**src/rtl/bmult6x6_pkg.sv**
```systemverilog
// Shared definitions for the signed 6x6 radix-4 Booth multiplier slice.
//   COL_H      : bit height of each compressor input column, col0..col11
//   CONST_MASK : weight of the constant ones placed in the columns
//   booth_dig_t: one radix-4 Booth digit {one, two, neg}
package bmult6x6_pkg;

  localparam int COL_H [0:11] = '{2, 1, 3, 2, 4, 3, 4, 3, 2, 2, 1, 1};

  // Sign-extension correction: -(2^6 + 2^8 + 2^10) mod 2^12
  localparam logic [11:0] CONST_MASK = 12'hAC0;

  typedef struct packed {
    logic one;
    logic two;
    logic neg;
  } booth_dig_t;

endpackage

```
**src/rtl/bmult6x6_booth_enc.sv**
```systemverilog
// Combinational radix-4 Booth encoder for one digit.
//   a    : signed multiplicand
//   trip : multiplier bits {b[2i+1], b[2i], b[2i-1]}
//   dig  : decoded digit {one, two, neg}
//   pp   : 7-bit partial product, magnitude XORed with neg
//          (the +1 of the two's complement is added as a column bit)
module bmult6x6_booth_enc
  import bmult6x6_pkg::*;
(
  input  logic signed [5:0] a,
  input  logic        [2:0] trip,
  output booth_dig_t        dig,
  output logic        [6:0] pp
);

  logic signed [6:0] a_x;
  logic signed [6:0] mag;

  always_comb begin
    dig.one = trip[1] ^ trip[0];
    dig.two = (trip[2] ^ trip[1]) & ~dig.one;
    dig.neg = trip[2] & ~(trip[1] & trip[0]);
    a_x     = {a[5], a};
    if (dig.one)      mag = a_x;
    else if (dig.two) mag = a_x <<< 1;
    else              mag = '0;
    pp = mag ^ {7{dig.neg}};
  end

endmodule

```
**src/rtl/bmult6x6_ppgen.sv**
```systemverilog
// Booth partial-product generator and result collector for the signed 6x6
// bit-heap multiplier. Drives the twelve compressor columns from a
// valid/ready operand port and collects comp_out into a credit-controlled
// show-ahead FIFO after the compressor latency.
//   clk, rst_n          : clock, asynchronous active-low reset
//   in_valid/in_ready   : operand handshake, in_a/in_b signed operands
//   pp_col0..pp_col11   : registered column bits (zero when idle)
//   comp_out            : compressor sum, bits [11:0] used
//   res_valid/res_ready : result handshake, res_prod = (a*b) mod 2^12
//   pp_cnt              : accepted operand pairs, wrapping
module bmult6x6_ppgen
  import bmult6x6_pkg::*;
#(
  parameter int CMP_LAT    = 1,
  parameter int FIFO_DEPTH = 4
) (
  input  logic              clk,
  input  logic              rst_n,
  input  logic              in_valid,
  output logic              in_ready,
  input  logic signed [5:0] in_a,
  input  logic signed [5:0] in_b,
  output logic [1:0]        pp_col0,
  output logic [0:0]        pp_col1,
  output logic [2:0]        pp_col2,
  output logic [1:0]        pp_col3,
  output logic [3:0]        pp_col4,
  output logic [2:0]        pp_col5,
  output logic [3:0]        pp_col6,
  output logic [2:0]        pp_col7,
  output logic [1:0]        pp_col8,
  output logic [1:0]        pp_col9,
  output logic [0:0]        pp_col10,
  output logic [0:0]        pp_col11,
  input  logic [12:0]       comp_out,
  output logic              res_valid,
  input  logic              res_ready,
  output logic [11:0]       res_prod,
  output logic [15:0]       pp_cnt
);

  localparam int PTR_W = (FIFO_DEPTH > 1) ? $clog2(FIFO_DEPTH) : 1;
  localparam int CNT_W = $clog2(FIFO_DEPTH + 1);

  if (FIFO_DEPTH < CMP_LAT + 2) begin : g_depth_check
    $error("FIFO_DEPTH must be at least CMP_LAT+2");
  end

  function automatic logic [PTR_W-1:0] next_ptr(input logic [PTR_W-1:0] p);
    return (p == PTR_W'(FIFO_DEPTH - 1)) ? '0 : p + PTR_W'(1);
  endfunction

  booth_dig_t  dig0, dig1, dig2;
  logic [6:0]  pp0, pp1, pp2;
  logic        accept, push, pop;
  logic [CNT_W-1:0] occ, fifo_cnt;
  logic [PTR_W-1:0] wr_ptr, rd_ptr;
  logic [11:0] mem [FIFO_DEPTH];
  logic [CMP_LAT:0]   tag_p;
  logic [CMP_LAT+1:0] tag_shift;
  logic        unused_bits;

  // Only the neg flags leave the encoders; comp_out[12] is a carry we drop.
  assign unused_bits = ^{dig0.one, dig0.two, dig1.one, dig1.two,
                         dig2.one, dig2.two, comp_out[12]};

  bmult6x6_booth_enc u_enc0 (.a(in_a), .trip({in_b[1:0], 1'b0}), .dig(dig0), .pp(pp0));
  bmult6x6_booth_enc u_enc1 (.a(in_a), .trip(in_b[3:1]),          .dig(dig1), .pp(pp1));
  bmult6x6_booth_enc u_enc2 (.a(in_a), .trip(in_b[5:3]),          .dig(dig2), .pp(pp2));

  assign in_ready  = (occ < CNT_W'(FIFO_DEPTH)) && rst_n;
  assign accept    = in_valid && in_ready;
  assign push      = tag_p[CMP_LAT];
  assign res_valid = (fifo_cnt != '0);
  assign pop       = res_valid && res_ready;
  assign res_prod  = res_valid ? mem[rd_ptr] : '0;
  assign tag_shift = {tag_p, accept};

  // Stage p0: column register; idle cycles present all-zero columns so the
  // compressor sees nothing, constants included.
  always_ff @(posedge clk or negedge rst_n) begin
    if (!rst_n) begin
      {pp_col0, pp_col1, pp_col2, pp_col3, pp_col4, pp_col5,
       pp_col6, pp_col7, pp_col8, pp_col9, pp_col10, pp_col11} <= '0;
    end else if (accept) begin
      pp_col0  <= {dig0.neg, pp0[0]};
      pp_col1  <= pp0[1];
      pp_col2  <= {dig1.neg, pp1[0], pp0[2]};
      pp_col3  <= {pp1[1], pp0[3]};
      pp_col4  <= {dig2.neg, pp2[0], pp1[2], pp0[4]};
      pp_col5  <= {pp2[1], pp1[3], pp0[5]};
      pp_col6  <= {CONST_MASK[6], pp2[2], pp1[4], ~pp0[6]};
      pp_col7  <= {CONST_MASK[7], pp2[3], pp1[5]};
      pp_col8  <= {pp2[4], ~pp1[6]};
      pp_col9  <= {CONST_MASK[9], pp2[5]};
      pp_col10 <= ~pp2[6];
      pp_col11 <= CONST_MASK[11];
    end else begin
      {pp_col0, pp_col1, pp_col2, pp_col3, pp_col4, pp_col5,
       pp_col6, pp_col7, pp_col8, pp_col9, pp_col10, pp_col11} <= '0;
    end
  end

  // Tag pipeline p0..p(CMP_LAT): the last stage marks the edge at which
  // comp_out carries the result of the pair accepted CMP_LAT+1 edges ago.
  always_ff @(posedge clk or negedge rst_n) begin
    if (!rst_n) tag_p <= '0;
    else        tag_p <= tag_shift[CMP_LAT:0];
  end

  // Credit counter, FIFO pointers and accept counter. Credits are taken at
  // accept, so every push has a free slot.
  always_ff @(posedge clk or negedge rst_n) begin
    if (!rst_n) begin
      occ      <= '0;
      fifo_cnt <= '0;
      wr_ptr   <= '0;
      rd_ptr   <= '0;
      pp_cnt   <= '0;
    end else begin
      if (accept && !pop)      occ <= occ + CNT_W'(1);
      else if (!accept && pop) occ <= occ - CNT_W'(1);
      if (push && !pop)        fifo_cnt <= fifo_cnt + CNT_W'(1);
      else if (!push && pop)   fifo_cnt <= fifo_cnt - CNT_W'(1);
      if (push)   wr_ptr <= next_ptr(wr_ptr);
      if (pop)    rd_ptr <= next_ptr(rd_ptr);
      if (accept) pp_cnt <= pp_cnt + 16'd1;
    end
  end

  // FIFO storage holds data only; validity comes from fifo_cnt.
  always_ff @(posedge clk) begin
    if (push) mem[wr_ptr] <= comp_out[11:0];
  end

endmodule

```
**config.mk**
```make
export PLATFORM = sky130hd
export DESIGN_NAME = bmult6x6_ppgen
export DESIGN_NICKNAME = d
export VERILOG_FILES = /design/src/rtl/bmult6x6_pkg.sv /design/src/rtl/bmult6x6_booth_enc.sv /design/src/rtl/bmult6x6_ppgen.sv
export SDC_FILE = /design/constraint.sdc
export NUM_CORES = 1
export LEC_CHECK = 0
export BUFFER_PORTS_ARGS = -buffer_cell sky130_fd_sc_hd__buf_2
export CORE_MARGIN = 3
export CORE_UTILIZATION = 25
export CTS_BUF_LIST = sky130_fd_sc_hd__clkbuf_4 sky130_fd_sc_hd__clkbuf_8
export DETAILED_ROUTE_END_ITERATION = 8
export PLACE_DENSITY = 0.54
export SYNTH_ARGS = -nofsm -noshare
export SYNTH_HDL_FRONTEND = slang
export SYNTH_SLANG_ARGS = --single-unit
```
**constraint.sdc**
```tcl
create_clock -name clk -period 6.3 [get_ports clk]
set_clock_uncertainty 0.2 [all_clocks]
set_input_delay 0.315 -clock clk [delete_from_list [all_inputs] [get_ports clk]]
set_output_delay 0.315 -clock clk [all_outputs]
set_load 0.1 [all_outputs]
```
==> load_flow_metrics.sql, run 1 <==
INSERT INTO impl_metrics (metric_group, metric, value, unit) VALUES
('pwr', 'power_density', '453.9', 'nW/um^2'),
('final_layout', 'final_design_area_no_fill', '5300', 'um^2'),
('floorplanning', 'floorplan.die_area', '19080', 'um^2'),
('worst_setup_path', 'timing.critical_path.arrival', '3.39', 'ns'),
('synthesis', 'ys_seq_elements', '100', ''),
('run_status', 'result_of_the_run', 'finished clean', ''),
('grt', 'overflow', '0', ''),
('worst_setup_path', 'path_cells', 'dlygate4sd3_1 > buf_2 > buf_4 > nor2b_4 > nand2_2 > inv_2 > ha_1 > inv_1 > fa_1 > xor2_1 > nor2_1 > xor2_1', ''),
('worst_setup_path', 'critical_path_peak_fanout', '53', ''),
('worst_setup_path', 'worstSetupEndpointType', 'register', ''),
('routing', 'detailroute.wirelength.met2', '4043', 'um'),
('synthesis', 'mappedNetlistNets', '345', ''),
('grt', 'grt_antenna_before_repair', '0', ''),
('synthesis', 'yosys_warnings', '0', ''),
('grt', 'grt_use_total', '9.789', '%'),
('grt', 'grt_pass1_wl', '14680', 'um'),
('cts', 'worst_setup_hold_path_clk_slew', '0.10', 'ns'),
('synthesis', 'synthTopCellsByArea', 'edfxtp_1 (33%), dfrtp_1 (30%), mux4_2 (4.1%)', ''),
('worst_setup_path', 'crit_top_cell', 'xor2_1', ''),
('min_path', 'min_path_type', 'primary input to register', ''),
('pwr', 'power.switching', '1.189', 'mW'),
('sta', 'grt_setup_unrepaired', 'false', ''),
('sta', 'finalSetupViolations', '0', ''),
('final_layout', 'layout_commonest_cell', 'buf_2', ''),
('cts', 'tritoncts', 'yes', ''),
('worst_setup_path', 'cp_slowest_cell', 'buf_4', ''),
('worst_setup_path', 'cp-start-kind', 'primary input', ''),
('pwr', 'power.clock.fraction', '17.3', '%'),
('routing', 'first_iter_violations', '65', ''),
('cts', 'htree_num_levels', '3', ''),
('worst_setup_path', 'critPathRequiredTime', '6.40', 'ns'),
('pwr', 'seq_power_share', '36.2', '%'),
('synthesis', 'synth-main-ff-cell', 'dfrtp_1', ''),
('routing', 'drt_drc_violations_left', '0', ''),
('cts', 'post_cts_hold_buffer_count', '13', ''),
('final_layout', 'final_cell_mix', 'buf_2 (85), dfrtp_1 (52), edfxtp_1 (48)', ''),
('placement', 'postPlaceCellArea', '4971', 'um^2'),
('sta', 'timing.final.crit_share', '52.08', '%'),
('sta', 'minimum_period_implied_by_the_final_worst_setup_slack', '3.281', 'ns'),
('sta', 'tightestPinTransition', '0.8744', 'ns'),
('sta', 'hold_viol_final', '0', ''),
('synthesis', 'yosys.cell_types.count', '39', ''),
('pwr', 'internal_power', '1.217', 'mW'),
('pwr', 'vdd_ir_drop_max', '0.3324', 'mV'),
('cts', 'clockBufferDepth', '2', ''),
('routing', 'topRoutingLayerUsed', 'met4', ''),
('final_layout', 'areaGrowthSynthToFinish', '21.44', '%'),
('final_layout', 'final_net_count', '440', ''),
('synthesis', 'syn-instance-count', '304', ''),
('routing', 'routed_via_density', '4.191', ''),
('cts', 'cts_sinks', '100', ''),
('worst_setup_path', 'cpLargestDelayFamily', 'buffers and inverters', ''),
('grt', 'grt_pass1_vias', '2755', ''),
('final_layout', 'share_of_cells_above_drive_strength_1', '29.95', '%'),
('cts', 'clock_insertion_delay_worst_skew', '0.38', 'ns'),
('routing', 'drtAntennaViolNets', '0', ''),
('final_layout', 'fillCellCount', '1724', ''),
('routing', 'wl_met1', '3939', 'um'),
('cts', 'cts_root_buf', 'clkbuf_8', ''),
('sta', 'fmaxAchievable', '304.8', 'MHz'),
('pwr', 'power.combinational.fraction', '46.4', '%'),
('synthesis', 'syn_area', '4364', 'um^2'),
('cts', 'postCtsResizedCells', '0', ''),
('floorplanning', 'dieHeight', '138.1', 'um'),
('placement', 'port_buffers', '85', ''),
('worst_setup_path', 'cpPeakStageDelay', '0.53', 'ns'),
('floorplanning', 'rows', '47', ''),
('placement', 'detailed_place_hpwl', '6088', 'um'),
('synthesis', 'synth-edff-count', '48', ''),
('cts', 'post-cts-setup-buffers', '0', ''),
('floorplanning', 'initial_utilization', '25.95', '%');
## worst reg2reg max path: stages, from the launching register on
cell     delay (ns)
dfrtp_1        0.42
or3_1          0.60
nand2_1        0.31
ha_1           0.23
inv_1          0.06
fa_1           0.37
xor2_1         0.15
nor2_1         0.12
xor2_1         0.17
## per-stage QoR
stage	setup slack (ns)	util (%)	total power [mW]	hold WS (ns)	instances
finish	3.019	31.51	2.406	0.05348	624
global route	2.766	31.51	2.537	0.04151	624
CTS	2.946	31.51	2.445	0.01204	624
detailed placement	3.076	29.56	2.010	0.2521	595
global placement	3.133	29.56	1.996	0.2336	595
floorplan	3.389	-	1.845	-0.1806	304
## per-layer routing
layer,global-route usage (%),vias to the layer above
met5,0,-
met4,2.392,0
met3,5.594,11
met2,14.95,85
met1,12.04,1275
li1,-,1244
## cell type report
| cell class | instances | area, um^2 | area share [%] |
|---|---|---|---|
| clock buffers | 9 | 123.9 | 2.337 |
| well taps | 220 | 275.3 | 5.194 |
| multi-input cells | 176 | 1471 | 27.76 |
| clock inverters | 7 | 75.07 | 1.416 |
| inverters | 13 | 48.80 | 0.9207 |
| flip-flops and latches | 100 | 2743 | 51.75 |
| repair buffers | 99 | 563.0 | 10.62 |
## kinds of logic (layout without fill, tap and decap cells)
kind of cell	after synthesis	in the layout	share of synthesized area (%)
flip-flops	100	100	62.84
multiplexers	25	25	9.604
XOR/XNOR	33	33	6.623
adder cells (fa/ha/maj)	12	12	3.784
AO/OA/AOI/OAI	22	22	3.240
buffers and inverters	28	128	3.440
AND/OR/NAND/NOR	84	84	10.46
## state kept, by name, summed over array words and instances, names as in the netlist, 3 cells and up
signal,flops
pp_col4,4
occ,3
pp_cnt,16
mem,48
pp_col2,3
pp_col5,3
fifo_cnt,3
pp_col6,3
## path summary, 6_finish.rpt
kind,slack [ns],start,end,cells past startpoint
max,3.02,rst_n,occ[2],12
min,0.05,in_a[5],pp_col6[0],3
max reg2reg,3.63,fifo_cnt[1],occ[2],8
min reg2reg,0.25,tag_p[0],tag_p[1],0
max in group asynchronous,5.07,rst_n,pp_col2[2],3
min in group asynchronous,0.39,rst_n,pp_col9[0],3
## power groups by stage
stage	clock network [mW]	registers (mW)	logic, mW
floorplan	0	1.05	0.800
global placement	0	0.883	1.11
detailed placement	0	0.888	1.12
CTS	0.439	0.876	1.13
global route	0.470	0.889	1.18
finish	0.417	0.872	1.12
## synthesized netlist by cell type, drive strengths merged, types with 3 or more instances
library cell,count
o21ai,3
nand2,18
edfxtp,48
inv,13
dfrtp,52
nand3,5
nand4,3
xor2,16
a22oi,10
ha,10
nand2b,3
nor2,23
clkbuf,7
and2,19
and3,3
mux2,3
mux4,12
mux2i,10
nor3,4
a21oi,7
buf,8
xnor2,17
No activity file was read; power rests on OpenSTA's default activity.
==> run 2, diff against run 1 <==
ABC_AREA = 1   (was unset)
PLACE_DENSITY = 0.55   (was 0.54)
clock period = 2.7 ns   (was 6.3 ns; I/O delays follow)
==> run 2 against run 1 <==
Non-clock buffer count grew 23; synthesized cell count rose by 47%; critical path depth down 8; count of clock-buffer cells in the layout unchanged; via count grew 32%; global-route usage grew 0.98 points; highest routed layer unchanged; critical path type is now register to output pin.
==> load_flow_metrics.sql, run 2 <==
INSERT INTO impl_metrics (metric_group, metric, value, unit) VALUES
('placement', 'dpl_worst_slack', '0.5127', 'ns'),
('final_layout', 'final_design_area_no_fill', '5690', 'um^2'),
('synthesis', 'yosys.cell_types.count', '30', ''),
('synthesis', 'synth_async_sr_flop_share', '52.00', '%'),
('grt', 'grt_pass1_vias', '3365', ''),
('worst_setup_path', 'critPathRequiredTime', '2.37', 'ns'),
('cts', 'postCtsResizedCells', '0', ''),
('sta', 'timing.final.ws_setup', '0.1922', 'ns'),
('routing', 'drtAntennaViolNets', '0', ''),
('run_status', 'result_of_the_run', 'finished clean', ''),
('synthesis', 'leading_cell_type_by_number_of_instances_after_synthesis', 'nor2_1', ''),
('sta', 'fmaxAchievable', '398.8', 'MHz'),
('final_layout', 'areaGrowthSynthToFinish', '26.30', '%'),
('floorplanning', 'initial_utilization', '25.78', '%'),
('sta', 'hold_viol_final', '0', ''),
('grt', 'grt_max_degree', '54', ''),
('final_layout', 'num_antenna_cells', '0', ''),
('final_layout', 'biggestRegsByFlops', 'mem: 48 flops, pp_cnt: 16 flops, pp_col4: 4 flops', ''),
('worst_setup_path', 'cpPeakStageDelay', '0.53', 'ns'),
('pwr', 'power.leakage', '2.608', 'nW'),
('placement', 'port_buffers', '85', ''),
('worst_setup_path', 'worstSetupEndpointType', 'output pin', ''),
('floorplanning', 'rows', '48', ''),
('final_layout', 'largest-register', 'mem', ''),
('routing', 'drt-pass1-iter-count', '4', ''),
('final_layout', 'largest_reg_flops', '48', ''),
('sta', 'fin_hold_ws', '0.03999', 'ns'),
('worst_setup_path', 'critical_path_peak_fanout', '25', ''),
('sta', 'grt_setup_unrepaired', 'false', ''),
('routing', 'first_iter_violations', '133', ''),
('worst_setup_path', 'cp-start-kind', 'register', ''),
('routing', 'drt_drc_violations_left', '0', ''),
('synthesis', 'synth-seq-area-share', '60.87', '%'),
('worst_setup_path', 'cp_slowest_cell', 'dfrtp_1', ''),
('cts', 'clockBufferDepth', '2', ''),
('grt', 'grt_use_total', '10.77', '%'),
('cts', 'tritoncts', 'yes', ''),
('synthesis', 'syn_area', '4506', 'um^2'),
('cts', 'htree_num_levels', '3', ''),
('synthesis', 'synth_top_cell_by_area', 'edfxtp_1', ''),
('final_layout', 'layout_commonest_cell', 'nor2_1', ''),
('floorplanning', 'floorplan.die_area', '19670', 'um^2'),
('synthesis', 'syn-instance-count', '447', ''),
('sta', 'max_slew_violation_total_from_the_final_report', '0', ''),
('worst_setup_path', 'timing.critical_path.arrival', '2.17', 'ns'),
('routing', 'wl_per_cell', '13.04', 'um'),
('pwr', 'power_density', '484.5', 'nW/um^2'),
('final_layout', 'final_net_count', '605', ''),
('routing', 'routed_via_density', '4.331', ''),
('sta', 'timing.slew.headroom', '52.83', '%'),
('final_layout', 'share_of_cells_above_drive_strength_1', '22.32', '%'),
('floorplanning', 'design.core.area', '17480', 'um^2'),
('routing', 'routed-via-count', '3439', ''),
('sta', 'timing.final.crit_share', '92.88', '%'),
('grt', 'grt_pass1_wl', '16870', 'um'),
('grt', 'overflow', '0', ''),
('cts', 'cts-buffers-inserted', '9', ''),
('cts', 'clock_insertion_delay_worst_skew', '0.39', 'ns'),
('run', 'max_cap_violations', '0', ''),
('sta', 'minimum_period_implied_by_the_final_worst_setup_slack', '2.508', 'ns'),
('floorplanning', 'die_w', '140.2', 'um'),
('sta', 'fin_setup_tns', '0', 'ns'),
('synthesis', 'synth-edff-count', '48', ''),
('final_layout', 'layout.area.seq', '2743', 'um^2'),
('synthesis', 'mappedNetlistNets', '488', ''),
('cts', 'cts_root_buf', 'clkbuf_8', ''),
('synthesis', 'synth_common_cells', 'nor2_1 (86), nand2_1 (73), dfrtp_1 (52)', ''),
('synthesis', 'yosys.area.top_type_share', '31.99', '%'),
('cts', 'post-cts-setup-buffers', '0', ''),
('worst_setup_path', 'path_cells', 'inv_2 > o21ai_0 > a21oi_1 > buf_2', ''),
('synthesis', 'synthTopCellsByArea', 'edfxtp_1 (32%), dfrtp_1 (29%), nor2_1 (7.2%)', ''),
('synthesis', 'ys_seq_elements', '100', ''),
('final_layout', 'multi_input_gate_area', '1548', 'um^2'),
('sta', 'tightestPinTransition', '0.7049', 'ns'),
('synthesis', 'synth-main-ff-cell', 'dfrtp_1', ''),
('placement', 'detailed_place_hpwl', '7047', 'um'),
('floorplanning', 'io_pins', '87', ''),
('placement', 'postPlaceCellArea', '5186', 'um^2'),
('placement', 'place.gp.congestion', '0.8154', ''),
('worst_setup_path', 'worst-setup-path-type', 'register to output pin', ''),
('min_path', 'min_path_type', 'primary input to register', ''),
('cts', 'post_cts_hold_buffer_count', '30', ''),
('pwr', 'vdd_ir_drop_max', '0.2405', 'mV'),
('grt', 'grt_antenna_before_repair', '0', ''),
('cts', 'worst_setup_hold_path_clk_slew', '0.09', 'ns'),
('final_layout', 'fillCellCount', '1778', ''),
('final_layout', 'final_cell_mix', 'nor2_1 (86), buf_2 (85), nand2_1 (73)', ''),
('cts', 'cts_sinks', '100', ''),
('synthesis', 'yosys_warnings', '0', ''),
('pwr', 'report.power.total', '2.757', 'mW'),
('synthesis', 'post_synth.cell_area_avg', '10.08', 'um^2'),
('routing', 'postRouteWirelength', '10360', 'um'),
('floorplanning', 'dieHeight', '140.2', 'um'),
('sta', 'finalSetupViolations', '0', '');
-- run 2: kinds of logic (layout without fill, tap and decap cells) --
kind of cell	Yosys count	in the layout	share of synthesized area, %
AO/OA/AOI/OAI	66	66	7.637
XOR/XNOR	16	16	3.110
adder cells (fa/ha/maj)	12	12	3.666
buffers and inverters	49	171	4.776
flip-flops	100	100	60.87
multiplexers	2	2	0.4998
AND/OR/NAND/NOR	202	202	19.44
-- run 2: final cells by class --
type                            count  share of cell area, %
Multi-Input combinational cell    298                  27.20
Inverter                           33                  2.177
Clock buffer                        9                  2.177
Tap cell                          225                  4.947
Clock inverter                      7                  1.407
Timing Repair Buffer              122                  13.90
Sequential cell                   100                  48.20
-- run 2: through the flow --
| step | cells | utilization, % |
|---|---|---|
| finish | 794 | 32.56 |
| global route | 794 | 32.56 |
| CTS | 794 | 32.56 |
| detailed placement | 748 | 29.68 |
| global placement | 748 | 29.68 |
| floorplan | 447 | - |
-- run 2: metal layers --
metal | share of wire (%) | GRT usage, %
met4 | 1.5 | 3.417
met3 | 7.9 | 4.165
met5 | 0 | 0
met1 | 44 | 13.14
met2 | 47 | 17.59
-- run 2: path summary, 6_finish.rpt --
check / start / end / slack [ns] / depth (start not counted)
setup reg to reg: fifo_cnt[1] / occ[2] / 0.52 / 9
setup / recovery: rd_ptr[0] / res_prod[11] / 0.19 / 4
max in group asynchronous: rst_n / pp_cnt[15] / 1.59 / 3
min in group asynchronous: rst_n / pp_col5[0] / 0.27 / 3
hold / removal: in_a[1] / pp_col5[2] / 0.04 / 5
hold reg to reg: tag_p[0] / tag_p[1] / 0.27 / 0
-- run 2: critical path: cells and delay by family (launching register included) --
kind                   cells  cell delay (ns)
AOI/OAI and AO/OA          2             0.41
DFF                        1             0.53
buffers and inverters      2             0.85
-- run 2: power breakdown --
| part | internal [mW] | switching, mW | leakage, nW |
|---|---|---|---|
| combinational | 0.0669 | 0.104 | 1.37 |
| clock | 0.439 | 0.551 | 0.0968 |
| sequential | 1.60 | 0 | 1.14 |
| total | 2.10 | 0.655 | 2.61 |
